<file path="config.mk">
export PLATFORM = sky130hd
export DESIGN_NAME = game_control
export DESIGN_NICKNAME = d
export VERILOG_FILES = /design/src/rtl/game_pkg.sv /design/src/rtl/edge_pulse.sv /design/src/rtl/game_control.sv
export SDC_FILE = /design/constraint.sdc
export NUM_CORES = 1
export LEC_CHECK = 0
export ABC_AREA = 1
export CAP_MARGIN = 20
export CORE_MARGIN = 3
export CORE_UTILIZATION = 48
export DETAILED_ROUTE_END_ITERATION = 10
export PLACE_DENSITY_LB_ADDON = 0.15
export RECOVER_POWER = 25
export SYNTH_ARGS = -nofsm -noshare
export SYNTH_HDL_FRONTEND = slang
export SYNTH_SLANG_ARGS = --single-unit
</file>
<file path="constraint.sdc">
create_clock -name clk -period 1.7 [get_ports clk]
set_input_delay 0.17 -clock clk [delete_from_list [all_inputs] [get_ports clk]]
set_output_delay 0.17 -clock clk [all_outputs]
set_load 0.02 [all_outputs]
</file>
<file path="src/rtl/game_pkg.sv">
// rtl/game_pkg.sv - shared state encoding and widths for the memory-game controller
// Build option: REVEAL_TIMER_EN adds the REVEAL state.
package game_pkg;

    localparam int PLAYER_W = 2;
    localparam int TILE_W   = 4;

    typedef enum logic [3:0] {
        IDLE    = 4'd0,
        SELECT  = 4'd1,
        COMPARE = 4'd2,
        WAIT_GO = 4'd3,
        MOVE    = 4'd4,
        CHECK   = 4'd5,
`ifdef REVEAL_TIMER_EN
        REVEAL  = 4'd6,
`endif
        NEXT    = 4'd7,
        WIN     = 4'd8
    } state_t;

    // Advance the turn, wrapping back to player 0 once the count is reached.
    function automatic logic [PLAYER_W-1:0] next_player(
        input logic [PLAYER_W-1:0] cur,
        input logic [PLAYER_W:0]   players
    );
        logic [PLAYER_W:0] inc;
        inc = {1'b0, cur} + 3'd1;
        return (inc >= players) ? '0 : inc[PLAYER_W-1:0];
    endfunction

endpackage

</file>
<file path="src/rtl/edge_pulse.sv">
// rtl/edge_pulse.sv - registered rising-edge detector for a button level
// Ports: clk, rst (sync, active-high), din (button level), pulse (one cycle per rising edge).
module edge_pulse (
    input  logic clk,
    input  logic rst,
    input  logic din,
    output logic pulse
);

    logic sync_q, sync_d;
    logic prev_q, prev_d;
    logic armed_q, armed_d;

    // On the first cycle after reset the history register is loaded with the
    // live level, so a button already held at reset release never fires.
    always_comb begin
        sync_d  = din;
        prev_d  = armed_q ? sync_q : din;
        armed_d = 1'b1;
    end

    always_ff @(posedge clk) begin
        if (rst) begin
            sync_q  <= 1'b0;
            prev_q  <= 1'b0;
            armed_q <= 1'b0;
        end else begin
            sync_q  <= sync_d;
            prev_q  <= prev_d;
            armed_q <= armed_d;
        end
    end

    assign pulse = sync_q & ~prev_q;

endmodule

</file>
<file path="src/rtl/game_control.sv">
// rtl/game_control.sv - turn/compare/win sequencing FSM for the memory game
// Ports: clk, rst (sync, active-high); start, flip (button levels); N (player-count code);
//        go (match result, cycle after A); W (win flag, cycle after B);
//        A (compare strobe), B (advance strobe), statecombo_next_turn (turn pass);
//        player, game_over, winner.
// Build option: REVEAL_TIMER_EN keeps a mismatched tile revealed for REVEAL_CYCLES cycles.
module game_control
    import game_pkg::*;
#(
    parameter int REVEAL_CYCLES = 25_000_000
) (
    input  logic                clk,
    input  logic                rst,
    input  logic                start,
    input  logic                flip,
    input  logic [1:0]          N,
    input  logic                go,
    input  logic                W,
    output logic                A,
    output logic                B,
    output logic                statecombo_next_turn,
    output logic [PLAYER_W-1:0] player,
    output logic                game_over,
    output logic [PLAYER_W-1:0] winner
);

    logic start_ev;
    logic flip_ev;

    edge_pulse u_start_edge (
        .clk   (clk),
        .rst   (rst),
        .din   (start),
        .pulse (start_ev)
    );

    edge_pulse u_flip_edge (
        .clk   (clk),
        .rst   (rst),
        .din   (flip),
        .pulse (flip_ev)
    );

    state_t                state_q, state_d;
    logic [PLAYER_W-1:0]   player_q, player_d;
    logic [PLAYER_W-1:0]   winner_q, winner_d;
    logic [PLAYER_W:0]     players_q, players_d;

`ifdef REVEAL_TIMER_EN
    localparam int CNT_W = (REVEAL_CYCLES > 1) ? $clog2(REVEAL_CYCLES) : 1;
    logic [CNT_W-1:0]      cnt_q, cnt_d;
`else
    logic                  unused_reveal_cfg;
    assign unused_reveal_cfg = ^REVEAL_CYCLES;
`endif

    always_comb begin
        state_d   = state_q;
        player_d  = player_q;
        winner_d  = winner_q;
        players_d = players_q;
`ifdef REVEAL_TIMER_EN
        cnt_d     = cnt_q;
`endif
        case (state_q)
            IDLE: begin
                // Start wins over a coincident flip; flip has no meaning here.
                if (start_ev) begin
                    players_d = (N == 2'd0) ? 3'd2 : ({1'b0, N} + 3'd1);
                    player_d  = '0;
                    state_d   = SELECT;
                end
            end
            SELECT: begin
                if (flip_ev) begin
                    state_d = COMPARE;
                end
            end
            COMPARE: state_d = WAIT_GO;
            WAIT_GO: begin
                if (go) begin
                    state_d = MOVE;
                end else begin
`ifdef REVEAL_TIMER_EN
                    // Counter holds the cycles left after the current one.
                    cnt_d   = CNT_W'(REVEAL_CYCLES - 1);
                    state_d = REVEAL;
`else
                    state_d = NEXT;
`endif
                end
            end
            MOVE: state_d = CHECK;
            CHECK: begin
                if (W) begin
                    winner_d = player_q;
                    state_d  = WIN;
                end else begin
                    state_d = SELECT;
                end
            end
`ifdef REVEAL_TIMER_EN
            REVEAL: begin
                if (cnt_q == '0) begin
                    state_d = NEXT;
                end else begin
                    cnt_d = cnt_q - CNT_W'(1);
                end
            end
`endif
            NEXT: begin
                player_d = next_player(player_q, players_q);
                state_d  = SELECT;
            end
            WIN: begin
                if (start_ev) begin
                    state_d = IDLE;
                end
            end
            default: state_d = IDLE;
        endcase
    end

    always_ff @(posedge clk) begin
        if (rst) begin
            state_q   <= IDLE;
            player_q  <= '0;
            winner_q  <= '0;
            players_q <= 3'd2;
`ifdef REVEAL_TIMER_EN
            cnt_q     <= '0;
`endif
        end else begin
            state_q   <= state_d;
            player_q  <= player_d;
            winner_q  <= winner_d;
            players_q <= players_d;
`ifdef REVEAL_TIMER_EN
            cnt_q     <= cnt_d;
`endif
        end
    end

    // Strobes decode directly from state, so at most one can ever be high.
    assign A                    = (state_q == COMPARE);
    assign B                    = (state_q == MOVE);
    assign statecombo_next_turn = (state_q == NEXT);
    assign game_over            = (state_q == WIN);
    assign player               = player_q;
    assign winner               = winner_q;

endmodule

</file>
==> results of run 1 <==
## cell usage after synthesis
| library cell | count | area (um2) |
|---|---|---|
| nand3_1 | 10 | 50.1 |
| o21ai_0 | 8 | 40.0 |
| clkbuf_1 | 1 | 3.75 |
| nor3_1 | 3 | 15.0 |
| ha_1 | 4 | 50.1 |
| nor2_2 | 2 | 12.5 |
| nand3b_1 | 2 | 15.0 |
| inv_2 | 1 | 3.75 |
| nor2_1 | 10 | 37.5 |
| dfxtp_1 | 16 | 320 |
| a21oi_1 | 13 | 65.1 |
| nand2_2 | 1 | 6.26 |
| nand2_1 | 13 | 48.8 |
| o21a_1 | 1 | 7.51 |
| nor2_4 | 1 | 11.3 |
| inv_1 | 18 | 67.6 |
## layer usage
metal  global-route usage  up-vias  wire length [um]
li1                     -      375                 -
met1                0.199      334               659
met2                0.284       29               748
met3               0.0632        0               124
met4               0.0760        0                 0
met5                    0        -                 0
## area by class of cell
| type | count | area (um2) | share of cell area |
|---|---|---|---|
| clock buffers | 4 | 36.3 | 0.0378 |
| inverters | 19 | 71.3 | 0.0742 |
| multi-input cells | 68 | 364 | 0.379 |
| flip-flops and latches | 16 | 322 | 0.335 |
| well taps | 15 | 18.8 | 0.0195 |
| repair buffers | 17 | 149 | 0.155 |
## layout by cell type (no fill, tap or decap)
cell type        count
ha_1                 4
clkbuf_4             3
dfxtp_2              1
nor2_4               1
nand2_2              1
nor3_1               2
o21ai_0              8
a21oi_1             13
inv_2                1
o21a_1               1
nand3_1             10
nor2_2               2
nor3_2               1
inv_1               18
buf_4                1
dlygate4sd3_1        1
nand2_1             13
clkbuf_8             1
clkbuf_2             2
nand3b_1             2
clkdlybuf4s50_1     10
nor2_1              10
dfxtp_1             15
dlygate4sd2_1        2
clkbuf_1             1
## through the flow
stage | area [um2] | setup WS, ps | hold WS [ps] | util | power, mW
2_1_floorplan | 754 | 181 | 281 | - | 0.520
3_3_place_gp | 935 | 105 | 431 | 0.676 | 0.565
3_5_place_dp | 935 | 23.2 | 435 | 0.676 | 0.568
4_1_cts | 967 | 2.27 | 401 | 0.700 | 0.822
5_1_grt | 961 | 25.1 | 434 | 0.695 | 0.852
6_report | 961 | 116 | 417 | 0.695 | 0.813
## logic make-up (layout without fill, tap and decap cells)
group / Yosys count / in the layout
AOI/OAI and AO/OA: 22 / 22
and+or+nand+nor: 42 / 42
adders and majority gates: 4 / 4
DFF: 16 / 16
buffers and inverters: 20 / 40
## state kept, by name (all words and copies together) (netlist names)
name and cells:
u_flip_edge.armed_q 1, u_flip_edge.sync_q 1, players_q 3, u_start_edge.prev_q 1, player 2, winner 2, state_q 4, u_start_edge.sync_q 1
u_flip_edge.prev_q 1
## path summary, 6_finish.rpt
path | startpoint | end | slack, ps | cells past startpoint
worst min-delay path | flip | u_flip_edge.sync_q$_SDFF_PP0_ | 420 | 3
worst max-delay path | state_q[1]$_SDFFE_PP0P_ | statecombo_next_turn | 120 | 5
worst min register to register | winner[1]$_SDFFE_PP0P_ | winner[1]$_SDFFE_PP0P_ | 450 | 2
worst max register to register | player[1]$_SDFFE_PP0P_ | player[0]$_SDFFE_PP0P_ | 240 | 6
## critical path: stages, from the launching register on
cell and delay [ps]:
dfxtp_1 440, nand2_1 80, inv_1 120, nand2_2 90
inv_1 70, dlygate4sd2_1 330
## power by group
| part | total [mW] | internal [mW] | leakage, nW | switching [mW] |
|---|---|---|---|---|
| registers | 0.410 | 0.396 | 0.131 | 0.0140 |
| logic | 0.152 | 0.0574 | 0.307 | 0.0944 |
| clock network | 0.251 | 0.130 | 0.0210 | 0.120 |
==> flow_summary.json, run 1 <==
{
  "grt_max_degree": 11,
  "syn_area_per_cell_um2": 7.25,
  "cts_tree": "yes",
  "skew_ps": 7.18,
  "ys_seq_area_frac": 0.425,
  "clkTransAtPathRegs_ps": 100,
  "worst_ep_required_time_ps": 1530,
  "arrival_ps": 1410,
  "ios": 16,
  "via_count": 738,
  "total_leakage_power_nw": 0.460,
  "die_area_um2": 2080,
  "worstSetupPathType": "reg -> out",
  "initial_core_util": 0.546,
  "root_buffer": "clkbuf_4",
  "die_h_um": 45.6,
  "period_share": 0.932,
  "clock_latency_ps": 290,
  "clock.fmax_mhz": 631,
  "power.density_nw_per_um2": 846,
  "fin_crit_ps": 1580,
  "synth_compound_area_frac": 0.149,
  "track_usage": 0.173,
  "synth.cell_area_um2": 754,
  "cts_buffers": 3,
  "row_count": 13,
  "port_buffers": 15,
  "rsz0062_at_grt": "no",
  "relSlewSlack": 0.684,
  "maxCapViolCount": 0,
  "dp.cells": 135,
  "wl_um": 1530,
  "cts_num_sinks": 16,
  "cp-start-kind": "flip-flop",
  "core_area_um2": 1380,
  "tightest_slew_ps": 474,
  "syn_inst": 104,
  "drc_errors": 0,
  "ir_worst_vdd_mv": 0.490,
  "synth_warnings": 0,
  "grt_pass1_wl_um": 2530,
  "hold_violations": 0,
  "critical_path.max_fanout": 6,
  "cts_resized": 7,
  "cts_buffer_depth": 2,
  "die-width_um": 45.6,
  "setup_viol": 0,
  "grt_overflow": 0,
  "fillCellCount": 127,
  "grt_pass1_vias": 636,
  "drv_slew": 0,
  "num_antenna_cells": 0,
  "drtAntennaViolNets": 0,
  "hold_class": "in -> reg",
  "syn_nets": 116,
  "drive_above_1_share": 0.113,
  "synth_seq_cells": 16,
  "synth-simple-area-share": 0.260,
  "htreeDepth": 1,
  "drtIter0Drc": 16,
  "final_net_count": 137,
  "synth_cell_types": 16,
  "hpwlAfterDp_um": 1170,
  "synthMuxAreaShare": 0,
  "firstDrtPassIters": 4,
  "postCtsHoldBufs": 0,
  "post-cts-setup-buffer-count": 0,
  "synthToLayoutAreaGrowth_pct": 27.4,
  "synth-xor-area-share": 0,
  "routabilityCongestion": 0.875,
  "via_per_inst": 5.31,
  "outcome": "finished, final reports clean",
  "tns_ps": 0,
  "cp-end-kind": "output port",
  "yosys.area_share.adder": 0.0663,
  "fin_cells": 139,
  "synth_top_family_by_area": "simple AND/OR/NAND/NOR gates",
  "wl_per_cell_um": 11.0,
  "antenna_found_initial": 0
}
Note: power is estimated with default switching activity, not from simulation.
==> run 2, diff against run 1 <==
==> constraint.sdc (replaced) <==
create_clock -name clk -period 1.6 [get_ports clk]
set_input_delay 0.16 -clock clk [delete_from_list [all_inputs] [get_ports clk]]
set_output_delay 0.16 -clock clk [all_outputs]
set_load 0.02 [all_outputs]
==> run 2 against run 1 <==
First-iteration DRC count decreased by 44%. Sequential power increased by 5.4%. Hold slack lost 30 ps. Non-clock buffer count rose by 6. Total power grew 10%. Sequential share of layout area fell by 2.4 points. Global-route usage grew 2.7 points. Die area unchanged.
==> flow_summary.json, run 2 (synthesis gave the netlist of run 1 again) <==
{
  "grt_pass1_wl_um": 2870,
  "postCtsHoldBufs": 0,
  "drc_errors": 0,
  "critical_path.max_fanout": 4,
  "post-cts-setup-buffer-count": 0,
  "port_buffers": 15,
  "hold_class": "in -> reg",
  "relSlewSlack": 0.802,
  "core_area_um2": 1380,
  "drtIter0Drc": 9,
  "fin_ws_ps": 98.0,
  "cts_tree": "yes",
  "final_net_count": 143,
  "ios": 16,
  "die_h_um": 45.6,
  "rrSetupSlack_ps": 150,
  "utilization": 0.749,
  "pwr-share-clk": 0.307,
  "final_common_cell": "inv_1",
  "num_antenna_cells": 0,
  "root_buffer": "clkbuf_4",
  "htreeDepth": 1,
  "fin_total_pwr_mw": 0.896,
  "track_usage": 0.200,
  "wl_per_cell_um": 11.9,
  "cts_resized": 7,
  "tightest_slew_ps": 296,
  "hold_violations": 0,
  "cp-end-kind": "output port",
  "max_flop_register": "state_q",
  "cts_num_sinks": 16,
  "maxCapViolCount": 0,
  "rsz0062_at_grt": "no",
  "fillCellCount": 115,
  "worst_ep_required_time_ps": 1440,
  "skew_ps": 0.936,
  "clock_latency_ps": 300,
  "arrival_ps": 1340,
  "total_leakage_power_nw": 0.508,
  "grt_max_degree": 10,
  "hpwlAfterDp_um": 1320,
  "cts_buffers": 3,
  "drtAntennaViolNets": 0,
  "firstDrtPassIters": 4,
  "combPwrFrac": 0.211,
  "worstSetupPathType": "reg -> out",
  "period_share": 0.939,
  "via_per_inst": 5.09,
  "outcome": "finished, final reports clean",
  "dpl_worst_slack_ps": -1.39,
  "power.share.switching": 0.287,
  "drive_above_1_share": 0.177,
  "power.density_nw_per_um2": 865,
  "row_count": 13,
  "fin_crit_ps": 1500,
  "die_area_um2": 2080,
  "grt_pass1_vias": 675,
  "die-width_um": 45.6,
  "timing.hold.ws_ps": 387,
  "wl_um": 1730,
  "drv_slew": 0,
  "clock.fmax_mhz": 666,
  "grt_overflow": 0,
  "mostFrequentLayoutCells": "inv_1, dfxtp_1, nand2_1, a21oi_1",
  "routabilityCongestion": 0.928,
  "ir_worst_vdd_mv": 0.614,
  "synthToLayoutAreaGrowth_pct": 37.3,
  "reg_top3": "state_q: 4 flops, players_q: 3 flops",
  "cts_buffer_depth": 2,
  "initial_core_util": 0.546,
  "intPower_mw": 0.639,
  "largest_reg_flops": 4,
  "cp-start-kind": "flip-flop",
  "clkTransAtPathRegs_ps": 90,
  "antenna_found_initial": 0,
  "via_count": 738,
  "p_seq_frac": 0.482,
  "netSwitchingPower_mw": 0.258,
  "setup_viol": 0
}
## run 2: path summary, 6_finish.rpt
path / start / endpoint / cells after the start
max: state_q[2]$_SDFFE_PP0P_ / A / 5
min: flip / u_flip_edge.sync_q$_SDFF_PP0_ / 3
max reg2reg: player[1]$_SDFFE_PP0P_ / player[0]$_SDFFE_PP0P_ / 6
min reg2reg: winner[0]$_SDFFE_PP0P_ / winner[0]$_SDFFE_PP0P_ / 2
## run 2: cell type report
type | count | area [um2] | area share
multi-input cells | 68 | 380 | 0.367
clock buffers | 4 | 36.3 | 0.0350
well taps | 15 | 18.8 | 0.0181
inverters | 19 | 71.3 | 0.0688
repair buffers | 23 | 208 | 0.200
flip-flops and latches | 16 | 322 | 0.310
## run 2: stage by stage
| step | area (um2) | instances | setup TNS, ps |
|---|---|---|---|
| final | 1040 | 145 | 0 |
| after floorplan | 754 | 104 | 0 |
| after CTS | 1010 | 145 | 0 |
| after detailed placement | 980 | 141 | -1.39 |
| after global placement | 980 | 141 | 0 |
| after global routing | 1040 | 145 | 0 |
## run 2: worst max-delay path, cell delays in order, from the launching register on
cell and delay (ps):
dfxtp_1 340, buf_4 160, nor2_4 80, nand3_1 90
inv_1 60, dlygate4sd2_1 320
## run 2: power by group through the flow
stage          Sequential (mW)  Clock [mW]  Combinational (mW)
2_1_floorplan            0.441           0               0.111
3_3_place_gp             0.440           0               0.182
3_5_place_dp             0.441           0               0.185
4_1_cts                  0.432       0.278               0.184
5_1_grt                  0.434       0.297               0.217
6_report                 0.432       0.275               0.189
## run 2: layer usage
metal  vias to the layer above  global-route usage  part of all wire
li1                        387                   -                 -
met1                       329               0.226              0.45
met2                        17               0.323              0.47
met3                         5              0.0632             0.059
met4                         0               0.123             0.020
met5                         -                   0                 0
